<file path="config.mk">
export PLATFORM = sky130hd
export DESIGN_NAME = argmax_classifier
export DESIGN_NICKNAME = d
export VERILOG_FILES = /design/src/rtl/argmax_classifier.sv
export SDC_FILE = /design/constraint.sdc
export NUM_CORES = 1
export LEC_CHECK = 0
export CAP_MARGIN = 20
export CORE_ASPECT_RATIO = 0.8
export CORE_MARGIN = 5
export CORE_UTILIZATION = 50
export DETAILED_ROUTE_END_ITERATION = 12
export PLACE_DENSITY = 0.76
export SLEW_MARGIN = 20
export SYNTH_ARGS = -nofsm -noshare
export SYNTH_HDL_FRONTEND = slang
export SYNTH_SLANG_ARGS = --single-unit
</file>
<file path="constraint.sdc">
create_clock -name clk -period 5.3 [get_ports clk]
set_input_delay 1.06 -clock clk [delete_from_list [all_inputs] [get_ports clk]]
set_output_delay 1.06 -clock clk [all_outputs]
set_load 0.02 [all_outputs]
</file>
<file path="src/rtl/argmax_classifier.sv">
// argmax_classifier
// Scans a ROWS x COLS row-major signed matrix Z through a synchronous read
// port. For each row it writes the column index of the largest value into a
// result RAM. Ties resolve to the lowest column. A single-cycle done pulse
// marks the end of the scan.
//
// Ports:
//   clk       rising-edge clock
//   rst       asynchronous active-high reset
//   start     begins a scan when sampled high in IDLE
//   z_data    Z RAM read data, valid one cycle after z_addr
//   z_addr    Z RAM read address (registered)
//   res_addr  result RAM write address = row number (registered)
//   res_data  argmax column index of the row (registered)
//   res_wen   result RAM write strobe, one cycle per row
//   busy      high from the first FETCH cycle through the final WRITE cycle
//   res_score (only with ARGMAX_SCORE_OUT_EN) winning value, same timing as res_data
//   done      one-cycle pulse in the cycle after the last res_wen
//
// Optional feature macro: ARGMAX_SCORE_OUT_EN
module argmax_classifier #(
    parameter int unsigned ADDR_WIDTH = 32,
    parameter int unsigned DATA_WIDTH = 32,
    parameter int unsigned ROWS       = 5,
    parameter int unsigned COLS       = 5,
    parameter int unsigned IDX_WIDTH  = 8
) (
    input  logic                  clk,
    input  logic                  rst,
    input  logic                  start,
    input  logic [DATA_WIDTH-1:0] z_data,
    output logic [ADDR_WIDTH-1:0] z_addr,
    output logic [ADDR_WIDTH-1:0] res_addr,
    output logic [IDX_WIDTH-1:0]  res_data,
    output logic                  res_wen,
    output logic                  busy,
`ifdef ARGMAX_SCORE_OUT_EN
    output logic [DATA_WIDTH-1:0] res_score,
`endif
    output logic                  done
);

    localparam int unsigned ROW_W = (ROWS > 1) ? $clog2(ROWS) : 1;
    localparam int unsigned COL_W = (COLS > 1) ? $clog2(COLS) : 1;

    typedef enum logic [1:0] {
        IDLE  = 2'd0,
        FETCH = 2'd1,
        DRAIN = 2'd2,
        WRITE = 2'd3
    } state_t;

    state_t                r_state,    w_state_nxt;
    logic [ROW_W-1:0]      r_row,      w_row_nxt;
    logic [COL_W-1:0]      r_col,      w_col_nxt;
    logic                  r_rd_vld,   w_rd_vld_nxt;
    logic [COL_W-1:0]      r_rd_col,   w_rd_col_nxt;
    logic [DATA_WIDTH-1:0] r_best_val, w_best_val;
    logic [COL_W-1:0]      r_best_idx, w_best_idx;
    logic [ADDR_WIDTH-1:0] r_z_addr,   w_z_addr_nxt;
    logic [ADDR_WIDTH-1:0] r_res_addr, w_res_addr_nxt;
    logic [IDX_WIDTH-1:0]  r_res_data, w_res_data_nxt;
    logic                  r_res_wen,  w_res_wen_nxt;
    logic                  r_busy,     w_busy_nxt;
    logic                  r_done,     w_done_nxt;
`ifdef ARGMAX_SCORE_OUT_EN
    logic [DATA_WIDTH-1:0] r_res_score, w_res_score_nxt;
`endif

    // Running max: r_rd_col tags which column the returning read data belongs to.
    always_comb begin
        w_best_val = r_best_val;
        w_best_idx = r_best_idx;
        if (r_rd_vld) begin
            if (r_rd_col == '0) begin
                w_best_val = z_data;
                w_best_idx = '0;
            end else if ($signed(z_data) > $signed(r_best_val)) begin
                w_best_val = z_data;
                w_best_idx = r_rd_col;
            end
        end
    end

    // Next-state and registered-output logic.
    always_comb begin
        w_state_nxt     = r_state;
        w_row_nxt       = r_row;
        w_col_nxt       = r_col;
        w_rd_vld_nxt    = 1'b0;
        w_rd_col_nxt    = r_rd_col;
        w_z_addr_nxt    = r_z_addr;
        w_res_addr_nxt  = r_res_addr;
        w_res_data_nxt  = r_res_data;
        w_res_wen_nxt   = 1'b0;
        w_busy_nxt      = r_busy;
        w_done_nxt      = 1'b0;
`ifdef ARGMAX_SCORE_OUT_EN
        w_res_score_nxt = r_res_score;
`endif
        case (r_state)
            IDLE: begin
                if (start) begin
                    w_z_addr_nxt = '0;
                    w_row_nxt    = '0;
                    w_col_nxt    = '0;
                    w_busy_nxt   = 1'b1;
                    w_state_nxt  = FETCH;
                end
            end
            FETCH: begin
                w_rd_vld_nxt = 1'b1;
                w_rd_col_nxt = r_col;
                if (r_col != COL_W'(COLS - 1)) begin
                    w_col_nxt    = r_col + COL_W'(1);
                    w_z_addr_nxt = r_z_addr + ADDR_WIDTH'(1);
                end else begin
                    w_state_nxt = DRAIN;
                end
            end
            DRAIN: begin
                // Last element's compare is folded in combinationally here.
                w_res_wen_nxt   = 1'b1;
                w_res_addr_nxt  = ADDR_WIDTH'(r_row);
                w_res_data_nxt  = IDX_WIDTH'(w_best_idx);
`ifdef ARGMAX_SCORE_OUT_EN
                w_res_score_nxt = w_best_val;
`endif
                w_state_nxt     = WRITE;
            end
            WRITE: begin
                if (r_row == ROW_W'(ROWS - 1)) begin
                    w_busy_nxt  = 1'b0;
                    w_done_nxt  = 1'b1;
                    w_state_nxt = IDLE;
                end else begin
                    w_row_nxt    = r_row + ROW_W'(1);
                    w_col_nxt    = '0;
                    // z_addr still holds row*COLS+COLS-1, so +1 is (row+1)*COLS.
                    w_z_addr_nxt = r_z_addr + ADDR_WIDTH'(1);
                    w_state_nxt  = FETCH;
                end
            end
            default: w_state_nxt = IDLE;
        endcase
    end

    // State and output registers.
    always_ff @(posedge clk or posedge rst) begin
        if (rst) begin
            r_state     <= IDLE;
            r_row       <= '0;
            r_col       <= '0;
            r_rd_vld    <= 1'b0;
            r_rd_col    <= '0;
            r_best_val  <= '0;
            r_best_idx  <= '0;
            r_z_addr    <= '0;
            r_res_addr  <= '0;
            r_res_data  <= '0;
            r_res_wen   <= 1'b0;
            r_busy      <= 1'b0;
            r_done      <= 1'b0;
`ifdef ARGMAX_SCORE_OUT_EN
            r_res_score <= '0;
`endif
        end else begin
            r_state     <= w_state_nxt;
            r_row       <= w_row_nxt;
            r_col       <= w_col_nxt;
            r_rd_vld    <= w_rd_vld_nxt;
            r_rd_col    <= w_rd_col_nxt;
            r_best_val  <= w_best_val;
            r_best_idx  <= w_best_idx;
            r_z_addr    <= w_z_addr_nxt;
            r_res_addr  <= w_res_addr_nxt;
            r_res_data  <= w_res_data_nxt;
            r_res_wen   <= w_res_wen_nxt;
            r_busy      <= w_busy_nxt;
            r_done      <= w_done_nxt;
`ifdef ARGMAX_SCORE_OUT_EN
            r_res_score <= w_res_score_nxt;
`endif
        end
    end

    assign z_addr    = r_z_addr;
    assign res_addr  = r_res_addr;
    assign res_data  = r_res_data;
    assign res_wen   = r_res_wen;
    assign busy      = r_busy;
    assign done      = r_done;
`ifdef ARGMAX_SCORE_OUT_EN
    assign res_score = r_res_score;
`endif

endmodule
</file>
==> impl_summary.log <==
INFO  metric drt_pass_1_iters = 4
INFO  metric num_vias = 3818
INFO  metric place_inst = 713
INFO  metric buffer_ports.inserted = 75
INFO  metric p_leak = 0.002981 µW
INFO  metric hold_ws = 0.5112 ns
INFO  metric grt_antenna_before_repair = 0
INFO  metric final_hold_viol_count = 0
INFO  metric cp.buffers_inverters = 2
INFO  metric path_max_fanout = 32
INFO  metric critical_path.endpoint_type = register
INFO  metric grt_max_degree = 51
INFO  metric tritoncts = done
INFO  metric die_height = 101.8 µm
INFO  metric max-cap-violations = 0
INFO  metric clkTransAtPathRegs = 0.06 ns
INFO  metric ys.flop_type = sky130_fd_sc_hd__dfrtp_1
INFO  metric syn-instance-count = 511
INFO  metric yosysUniqueCellTypes = 53
INFO  metric seq_area_frac_synth = 41.81%
INFO  metric clock.fmax = 250.0 MHz
INFO  metric cts.root.buffer_cell = sky130_fd_sc_hd__clkbuf_16
INFO  metric routabilityCongestion = 0.7546
INFO  metric fin_setup_tns = 0 ns
INFO  metric wl_per_cell = 14.81 µm
INFO  metric final_layout_size_suffix_gt1_share = 11.38%
INFO  metric antenna_left = 0
INFO  metric first_global_vias = 3800
INFO  metric timing.critical_path.slowest_cell_delay = 0.52 ns
INFO  metric postSynthAreaPerCell = 10.31 µm²
INFO  metric timing.final.crit_period = 4.000 ns
INFO  metric slew_viol_final = 0
INFO  metric tightest_slew = 0.9321 ns
INFO  metric relSlewSlack = 37.73%
INFO  metric ys_warn_count = 0
INFO  metric critical_path.cell_chain = clkdlybuf4s50_1 > ha_1 > nand3_1 > nand4b_1 > a211o_1 > nor4_1 > a221oi_4 > a41oi_4 > buf_4 > mux2_2
INFO  metric area_delta_synth_final = 20.67%
INFO  metric floorplan.rows = 33
INFO  metric timing.critical_path.slowest_stage_cell = sky130_fd_sc_hd__buf_4
INFO  metric synth.ff_latch_count = 88
INFO  metric timing.reg2reg.worst_path_depth = 8
INFO  metric dieWidth = 124.8 µm
INFO  metric rsz_0062_raised_after_global_routing = false
INFO  metric coreArea = 10280 µm²
INFO  metric grt_overflow = 0
INFO  metric drt-vias-per-instance = 5.237
INFO  metric cts.repair_timing.setup_buffer_count = 0
INFO  metric clock_insertion_delay_worst_skew = 0.34 ns
INFO  metric detailed_placer_s_ending_hpwl = 7868 µm
INFO  metric cp_data_arrival_time = 4.22 ns
INFO  metric routed_wl = 10800 µm
INFO  metric number_of_antenna_diodes = 0
INFO  metric cts_htree_levels = 3
INFO  metric setup_viol_count_final = 0
INFO  metric initialDrtViolationCount = 116
INFO  metric required = 5.52 ns
INFO  metric sink_count = 88
INFO  metric syn-cell-area = 5268 µm²
INFO  metric num_io_pins = 110
INFO  metric timing.reg2reg.setup_slack = 2.10 ns
INFO  metric skew = 0.006282 ns
INFO  metric synth-edff-count = 0
INFO  metric postCtsResizedCells = 0
INFO  metric initial_core_utilization = 51.24%
INFO  metric hp-class = reg -> reg
INFO  metric synth_async_sr_flop_share = 100.0%
INFO  metric wire_length_of_the_first_global_routing_pass = 18070 µm
INFO  metric fin_cells = 729
INFO  metric cts-root-to-sink-buffers = 2
INFO  metric final_net_count = 661
INFO  metric die_area = 12700 µm²
INFO  metric power.density = 511.9 nW/µm²
INFO  metric cts.hold.buffers_added = 0
INFO  metric critPathLaunchType = input pin
INFO  metric min_delay_path_depth = 1
INFO  metric path_depth = 10
INFO  metric worst_ir_drop_vdd = 0.0003195 V
INFO  metric fin_crit_share = 75.48%
INFO  metric critical_path_class = in -> reg
INFO  metric timing.critical_path.max_delay_family = buffers and inverters
INFO  metric drcViolationCount = 0
INFO  metric cts-buffers-inserted = 9
INFO  metric global_route.usage.total = 17.29%
INFO  metric status = complete, no violations
## state kept, by name, indices dropped and copies added, names as in the netlist
| signal | cells |
|---|---|
| r_rd_vld | 1 |
| done | 1 |
| r_best_val | 32 |
| res_data | 3 |
| r_state | 2 |
| r_best_idx | 3 |
| r_rd_col | 3 |
| r_row | 3 |
| busy | 1 |
| r_col | 3 |
| z_addr | 32 |
| res_addr | 3 |
| res_wen | 1 |
## layer usage
layer  vias to the layer above  share of wire, %  track usage (%)
met5                         -                 0                0
met4                         0               1.5            5.729
met3                        12               4.6            4.850
met2                        79                49            28.99
met1                      1900                45            21.90
li1                       1827                 -                -
## Yosys cell counts, drive strengths merged, types with 2 or more instances
| master | count | area, µm² |
|---|---|---|
| buf | 39 | 299.0 |
| nand2 | 31 | 116.4 |
| xor2 | 12 | 105.1 |
| nand3 | 15 | 75.07 |
| o22ai | 2 | 12.51 |
| dfrtp | 88 | 2202 |
| nand2b | 4 | 25.02 |
| o21ai | 24 | 120.1 |
| nor3 | 9 | 45.04 |
| or2 | 2 | 12.51 |
| nor2b | 4 | 25.02 |
| a21oi | 22 | 110.1 |
| inv | 50 | 187.7 |
| a21o | 4 | 30.03 |
| a2111oi | 2 | 36.29 |
| xnor2 | 12 | 105.1 |
| ha | 42 | 525.5 |
| and4 | 3 | 26.28 |
| mux2i | 2 | 20.02 |
| nand3b | 2 | 15.01 |
| nor4 | 4 | 40.04 |
| or3 | 9 | 61.31 |
| and2 | 3 | 18.77 |
| nor2 | 36 | 135.1 |
| clkbuf | 10 | 37.54 |
| a31o | 3 | 26.28 |
| nand4 | 13 | 96.34 |
| a31oi | 2 | 12.51 |
| o211ai | 2 | 15.01 |
| mux2 | 35 | 506.7 |
| o31ai | 3 | 22.52 |
| and3 | 8 | 50.05 |
## layout by cell type, fill, tap and decap left out, types with 3 or more instances in the layout
cell type                         instances
sky130_fd_sc_hd__bufinv_16                3
sky130_fd_sc_hd__ha_1                    42
sky130_fd_sc_hd__o31ai_1                  3
sky130_fd_sc_hd__buf_4                    3
sky130_fd_sc_hd__mux2_4                  30
sky130_fd_sc_hd__nor2b_1                  4
sky130_fd_sc_hd__xnor2_1                 12
sky130_fd_sc_hd__dfrtp_1                 88
sky130_fd_sc_hd__nor3_1                   9
sky130_fd_sc_hd__a21oi_1                 22
sky130_fd_sc_hd__mux2_2                   5
sky130_fd_sc_hd__clkbuf_16                9
sky130_fd_sc_hd__nor2_1                  36
sky130_fd_sc_hd__a21o_1                   4
sky130_fd_sc_hd__a31o_2                   3
sky130_fd_sc_hd__and3_1                   8
sky130_fd_sc_hd__inv_1                   49
sky130_fd_sc_hd__and2_1                   3
sky130_fd_sc_hd__clkdlybuf4s50_1         75
sky130_fd_sc_hd__or3_1                    8
sky130_fd_sc_hd__nand2_1                 31
sky130_fd_sc_hd__nand2b_1                 4
sky130_fd_sc_hd__nand4_1                 12
sky130_fd_sc_hd__conb_1                  34
sky130_fd_sc_hd__nand3_1                 15
sky130_fd_sc_hd__xor2_1                  12
sky130_fd_sc_hd__and4_1                   3
sky130_fd_sc_hd__o21ai_0                 24
## final cells by class
class / count / area [µm²]
clock buffer: 9 / 225.2
timing repair buffer: 78 / 773.2
fill: 842 / 3925
multi-input combinational: 357 / 2671
inverter: 50 / 188.9
clock inverter: 7 / 120.1
tap: 140 / 175.2
sequential: 88 / 2202
## logic make-up (layout without fill, tap and decap cells)
| group | count (synthesis) | count (layout) | synth area share [%] |
|---|---|---|---|
| fa+ha+maj | 42 | 42 | 9.976 |
| mux | 37 | 37 | 10.00 |
| buf+inv | 99 | 144 | 9.952 |
| flops | 88 | 88 | 41.81 |
| other cells | 1 | 34 | 0.07119 |
| simple gates | 147 | 147 | 14.70 |
| xor+xnor | 24 | 24 | 3.990 |
| compound gates | 73 | 73 | 9.502 |
## stage by stage
stage | utilization [%] | total power [µW] | cell area, µm² | setup WS, ns
2_1_floorplan | - | 2214 | 5391 | 1.902
3_3_place_gp | 58.46 | 2460 | 6011 | 1.030
3_5_place_dp | 58.46 | 2536 | 6011 | 0.9381
4_1_cts | 61.82 | 3282 | 6356 | 1.303
5_1_grt | 61.82 | 3477 | 6356 | 1.111
6_report | 61.82 | 3254 | 6356 | 1.300
## path summary, 6_finish.rpt
kind / start / end
worst max-delay path: z_data[30] / r_best_val[29]
worst min-delay path: res_addr[2] / res_addr[2]
worst max register to register: r_state[1] / z_addr[26]
worst min register to register: res_addr[2] / res_addr[2]
max in group asynchronous: rst / z_addr[26]
min in group asynchronous: rst / z_addr[31]
## power breakdown
part	internal (µW)	switching [µW]
registers	882	140
clock network	461	264
logic	730	777
total	2070	1180
Note: power is estimated with default switching activity, not from simulation.
